$ cat src/rtl/parking_gate_arbiter.sv
// rtl/parking_gate_arbiter.sv - single-gate arbiter between entry and exit lanes with occupancy tracking
//
// Ports:
//   clk         : rising-edge clock
//   reset       : synchronous active-high reset
//   entry_req   : entry lane request (level, held until granted)
//   exit_req    : exit lane request (level, held until granted)
//   entry_grant : one-cycle pulse when an entry pass starts
//   exit_grant  : one-cycle pulse when an exit pass starts
//   gate_open   : high throughout the OPEN phase
//   busy        : high in the OPEN and CLOSE phases
//   dir         : 1 when the current/last pass was entry, 0 for exit
//   done        : one-cycle pulse in the first IDLE cycle after a pass
//   occupancy   : slots in use
//   full/empty  : occupancy at CAPACITY / at zero

module parking_gate_arbiter #(
    parameter int CAPACITY     = 9,
    parameter int OPEN_CYCLES  = 6,
    parameter int CLOSE_CYCLES = 6
) (
    input  logic       clk,
    input  logic       reset,
    input  logic       entry_req,
    input  logic       exit_req,
    output logic       entry_grant,
    output logic       exit_grant,
    output logic       gate_open,
    output logic       busy,
    output logic       dir,
    output logic       done,
    output logic [3:0] occupancy,
    output logic       full,
    output logic       empty
);

    typedef enum logic [1:0] {
        IDLE  = 2'd0,
        OPEN  = 2'd1,
        CLOSE = 2'd2
    } state_t;

    localparam logic [3:0] CAP        = 4'(CAPACITY);
    localparam logic [3:0] OPEN_LAST  = 4'(OPEN_CYCLES - 1);
    localparam logic [3:0] CLOSE_LAST = 4'(CLOSE_CYCLES - 1);

    state_t     state_q, state_d;
    logic [3:0] cnt_q, cnt_d;
    logic       last_served_q, last_served_d;  // 1 = entry served last

    logic       entry_ok, exit_ok, pick_entry, start, finish;

    logic       entry_grant_d, exit_grant_d, gate_open_d, busy_d, dir_d, done_d;
    logic       full_d, empty_d;
    logic [3:0] occupancy_d;

    // Eligibility uses the registered occupancy, which has already been
    // updated in the done cycle, so back-to-back passes see the new count.
    assign entry_ok = entry_req && (occupancy < CAP);
    assign exit_ok  = exit_req && (occupancy != 4'd0);

    // Round-robin only matters when both lanes are eligible.
    assign pick_entry = (entry_ok && exit_ok) ? !last_served_q : entry_ok;

    // State register and registered outputs
    always_ff @(posedge clk) begin
        if (reset) begin
            state_q       <= IDLE;
            cnt_q         <= 4'd0;
            last_served_q <= 1'b1;
            entry_grant   <= 1'b0;
            exit_grant    <= 1'b0;
            gate_open     <= 1'b0;
            busy          <= 1'b0;
            dir           <= 1'b0;
            done          <= 1'b0;
            occupancy     <= 4'd0;
            full          <= 1'b0;
            empty         <= 1'b1;
        end else begin
            state_q       <= state_d;
            cnt_q         <= cnt_d;
            last_served_q <= last_served_d;
            entry_grant   <= entry_grant_d;
            exit_grant    <= exit_grant_d;
            gate_open     <= gate_open_d;
            busy          <= busy_d;
            dir           <= dir_d;
            done          <= done_d;
            occupancy     <= occupancy_d;
            full          <= full_d;
            empty         <= empty_d;
        end
    end

    // Next-state logic
    always_comb begin
        state_d = state_q;
        cnt_d   = cnt_q;
        start   = 1'b0;
        case (state_q)
            IDLE: begin
                if (entry_ok || exit_ok) begin
                    state_d = OPEN;
                    cnt_d   = 4'd0;
                    start   = 1'b1;
                end
            end
            OPEN: begin
                if (cnt_q == OPEN_LAST) begin
                    state_d = CLOSE;
                    cnt_d   = 4'd0;
                end else begin
                    cnt_d = cnt_q + 4'd1;
                end
            end
            CLOSE: begin
                if (cnt_q == CLOSE_LAST) begin
                    state_d = IDLE;
                    cnt_d   = 4'd0;
                end else begin
                    cnt_d = cnt_q + 4'd1;
                end
            end
            default: begin
                state_d = IDLE;
                cnt_d   = 4'd0;
            end
        endcase
    end

    // Output logic: next values of the registered outputs
    always_comb begin
        finish        = (state_q == CLOSE) && (state_d == IDLE);
        entry_grant_d = start && pick_entry;
        exit_grant_d  = start && !pick_entry;
        gate_open_d   = (state_d == OPEN);
        busy_d        = (state_d != IDLE);
        done_d        = finish;
        dir_d         = start ? pick_entry : dir;
        last_served_d = start ? pick_entry : last_served_q;
        occupancy_d   = occupancy;
        // Bounds are re-checked here so occupancy can never leave 0..CAPACITY.
        if (finish) begin
            if (dir && (occupancy < CAP)) begin
                occupancy_d = occupancy + 4'd1;
            end else if (!dir && (occupancy != 4'd0)) begin
                occupancy_d = occupancy - 4'd1;
            end
        end
        full_d  = (occupancy_d == CAP);
        empty_d = (occupancy_d == 4'd0);
    end

endmodule

$ cat config.mk
export PLATFORM = sky130hd
export DESIGN_NAME = parking_gate_arbiter
export DESIGN_NICKNAME = d
export VERILOG_FILES = /design/src/rtl/parking_gate_arbiter.sv
export SDC_FILE = /design/constraint.sdc
export NUM_CORES = 1
export LEC_CHECK = 0
export CAP_MARGIN = 20
export CORE_ASPECT_RATIO = 1.2
export CORE_MARGIN = 2
export CORE_UTILIZATION = 35
export CTS_CLUSTER_DIAMETER = 50
export DETAILED_ROUTE_END_ITERATION = 16
export PLACE_DENSITY_LB_ADDON = 0.3
export SETUP_SLACK_MARGIN = 0.5
export SLEW_MARGIN = 20
export SYNTH_ARGS = -nofsm -noshare
export SYNTH_HDL_FRONTEND = slang
export SYNTH_SLANG_ARGS = --single-unit
$ cat constraint.sdc
create_clock -name clk -period 5.3 [get_ports clk]
set_input_delay 1.06 -clock clk [delete_from_list [all_inputs] [get_ports clk]]
set_output_delay 1.06 -clock clk [all_outputs]
set_load 0.02 [all_outputs]
==> results.py <==
metrics = {
    "outcome": {
        "outcome": "finished clean",
    },
    "final_layout": {
        "syn_to_final_growth_pct": 17.9,
        "layout-drive-gt1-share_pct": 8.86,
        "fin_util_pct": 42.5,
        "ff_latch_area_um2": 380,
        "diodes": 0,
        "fillCellCount": 331,
        "layout.nets": 171,
        "fin_cells": 195,
        "multi_input_area_um2": 743,
    },
    "setup_path": {
        "r2r_end": "full",
        "startpoint_type": "input port",
        "ff2ff_path_depth": 8,
        "cp.required_ps": 5460,
        "rr_startpoint": "state_q[0]",
        "critPathKind": "in2reg",
        "crit_fanout": 5,
        "endpoint_kind": "register",
        "cp.arrival_ps": 3180,
        "r2r_setup_slack_ps": 2710,
    },
    "yosys": {
        "ys_ff_latch": 19,
        "synth.avg_cell_area_um2": 8.29,
        "synth.yosys.seq_area_share_pct": 31.9,
        "synthAdderAreaFrac_pct": 8.39,
        "synth-compound-area-share_pct": 24.6,
        "synth_commonest_cells": "dfxtp_1 (19), nand2_1 (16), nor2_1 (12)",
        "yosysUniqueCellTypes": 44,
        "synth_top_family_by_area": "simple AND/OR/NAND/NOR gates",
        "synth_top_area_share_pct": 31.9,
        "syn_inst": 144,
        "syn_nets": 156,
        "syn_area_um2": 1190,
        "postSynth.asyncResetShare_pct": 0,
        "synthSimpleGateAreaFrac_pct": 28.4,
        "yosysWarningCount": 0,
        "synth_xor_area_share_pct": 0,
        "synth_area_leaders": "dfxtp_1 (32%), ha_1 (8.4%), nand2_1 (5.0%)",
        "synth-main-ff-cell": "dfxtp_1",
        "synth.area.mux_share_pct": 0.839,
        "yosys.area.top_type": "dfxtp_1",
        "synth.most_common_cell": "dfxtp_1",
        "synth-edff-count": 0,
    },
    "sta": {
        "tightest_slew_ps": 669,
        "slew-limit-headroom_pct": 55.4,
        "rsz0062_at_grt": "false",
        "max_freq_mhz": 331,
        "finalCritPeriodShare_pct": 57.0,
        "fin_tns_setup_ps": 0,
        "hold_ws_ps": 488,
        "setup_violations": 0,
        "setup_ws_ps": 2280,
        "drv_slew": 0,
        "clock_skew_ps": 1.30,
        "finalCriticalPeriod_ps": 3020,
        "hold_violations": 0,
    },
    "clock_tree": {
        "cts_setup_buffers": 0,
        "path_clk_slew_ps": 70,
        "clk-insertion-delay-late_ps": 260,
        "cts.sinks": 19,
        "cts_root_buffer": "clkbuf_8",
        "cts_hold_buf": 0,
        "cts.path.max_buffers": 2,
        "cts_resized": 0,
        "cts_buffers": 3,
        "cts_tree": "yes",
        "h-tree-depth": 1,
    },
    "detailed_routing": {
        "num_vias": 1095,
        "ant_nets": 0,
        "viasPerCell": 5.62,
        "drc": 0,
        "first_iter_violations": 61,
        "drt_pre_antenna_iters": 4,
        "wire_per_inst_um": 14.8,
        "wl_mm": 2.88,
    },
    "floorplanning": {
        "die_h_um": 68.0,
        "num_rows": 23,
        "die-area_um2": 3900,
        "fp.dieW_um": 57.3,
        "num_io_pins": 16,
        "core_area_um2": 3310,
        "initial_core_util_pct": 36.1,
    },
    "global_route": {
        "grt_pass1_vias": 1060,
        "grt_usage_pct": 16.1,
        "antenna_found_initial": 0,
        "grt_start_max_net_pins": 17,
        "overflow": 0,
        "grt_pass1_wl_mm": 4.87,
    },
    "placement": {
        "hpwl_mm": 2.19,
        "dp_cells": 191,
        "place_ws_ps": 2000,
        "place.gp.congestion": 0.922,
        "io_buffers": 15,
    },
    "worst_hold_path": {
        "whs_path_depth": 2,
        "hp-class": "reg2reg",
        "min-delay-start": "last_served_q",
        "hold_path_end": "last_served_q",
    },
    "run": {
        "cap_violations": 0,
    },
    "power": {
        "p_per_area_nw_per_um2": 434,
        "max-vdd-ir-drop_v": 0.000199,
        "leakage_nw": 0.549,
    },
}
## area by class of cell
cell class / count / share of cell area [%]
Clock inverter: 1 / 0.356
Sequential cell: 19 / 27.0
Timing Repair Buffer: 15 / 10.7
Clock buffer: 3 / 2.93
Tap cell: 37 / 3.29
Inverter: 11 / 2.93
Multi-Input combinational cell: 109 / 52.8
## per-stage QoR
step,cell area [um2],power (mW)
2_1_floorplan,1190,0.427
3_3_place_gp,1360,0.503
3_5_place_dp,1360,0.508
4_1_cts,1410,0.616
5_1_grt,1410,0.656
6_report,1410,0.611
## cell families (layout without fill, tap and decap cells)
family	count (synthesis)	count (layout)
DFF	19	19
and+or+nand+nor	61	61
muxes	1	1
AOI/OAI and AO/OA	39	39
buffers and inverters	16	30
adders and majority gates	8	8
## cells in the final DEF, fill, tap and decap left out, types with 2 or more instances in the layout
| cell type | Yosys | routed |
|---|---|---|
| a21oi_1 | 11 | 11 |
| a31oi_1 | 3 | 3 |
| and2_1 | 2 | 2 |
| clkbuf_8 | 0 | 3 |
| clkdlybuf4s50_1 | 0 | 15 |
| dfxtp_1 | 19 | 19 |
| ha_1 | 8 | 8 |
| inv_1 | 11 | 11 |
| nand2_1 | 16 | 16 |
| nand3_1 | 4 | 4 |
| nand3b_1 | 2 | 2 |
| nor2_1 | 12 | 12 |
| nor2b_1 | 2 | 2 |
| nor3_1 | 10 | 10 |
| o2111ai_1 | 2 | 2 |
| o21ai_0 | 8 | 8 |
| o22ai_2 | 2 | 2 |
| or3_1 | 2 | 2 |
## worst max-delay path: stages
cell,delay [ps]
clkdlybuf4s50_1,470
nor4b_4,320
a311oi_4,110
a21boi_1,430
a21oi_1,160
o32ai_1,370
and4bb_1,250
## flip-flops by register name, indices dropped and copies added (netlist names)
signal,flops
entry_grant,1
state_q,2
busy,1
last_served_q,1
done,1
full,1
gate_open,1
cnt_q,4
occupancy,4
exit_grant,1
dir,1
empty,1
## routing by layer
layer  global-route usage, %  part of all wire, %
met5                       0                    0
met4                    6.40                  1.0
met3                    2.84                  3.3
met2                    29.5                   52
met1                    18.6                   44
## how the worst max path moves through the flow
stage          cells past startpoint  slack, ps       from  endpoint
6_report                           7       2280  entry_req      full
5_1_grt                            7       2110  entry_req      full
4_1_cts                            7       2260  entry_req     empty
3_3_place_gp                       7       2040  entry_req     empty
2_1_floorplan                      6       2760  entry_req      full
3_5_place_dp                       7       2000  entry_req     empty
## power breakdown
group / internal (mW) / switching [mW] / total [mW]
combinational: 0.128 / 0.158 / 0.287
sequential: 0.170 / 0.0487 / 0.219
clock: 0.0524 / 0.0530 / 0.105
(Power assumes the default switching activity.)
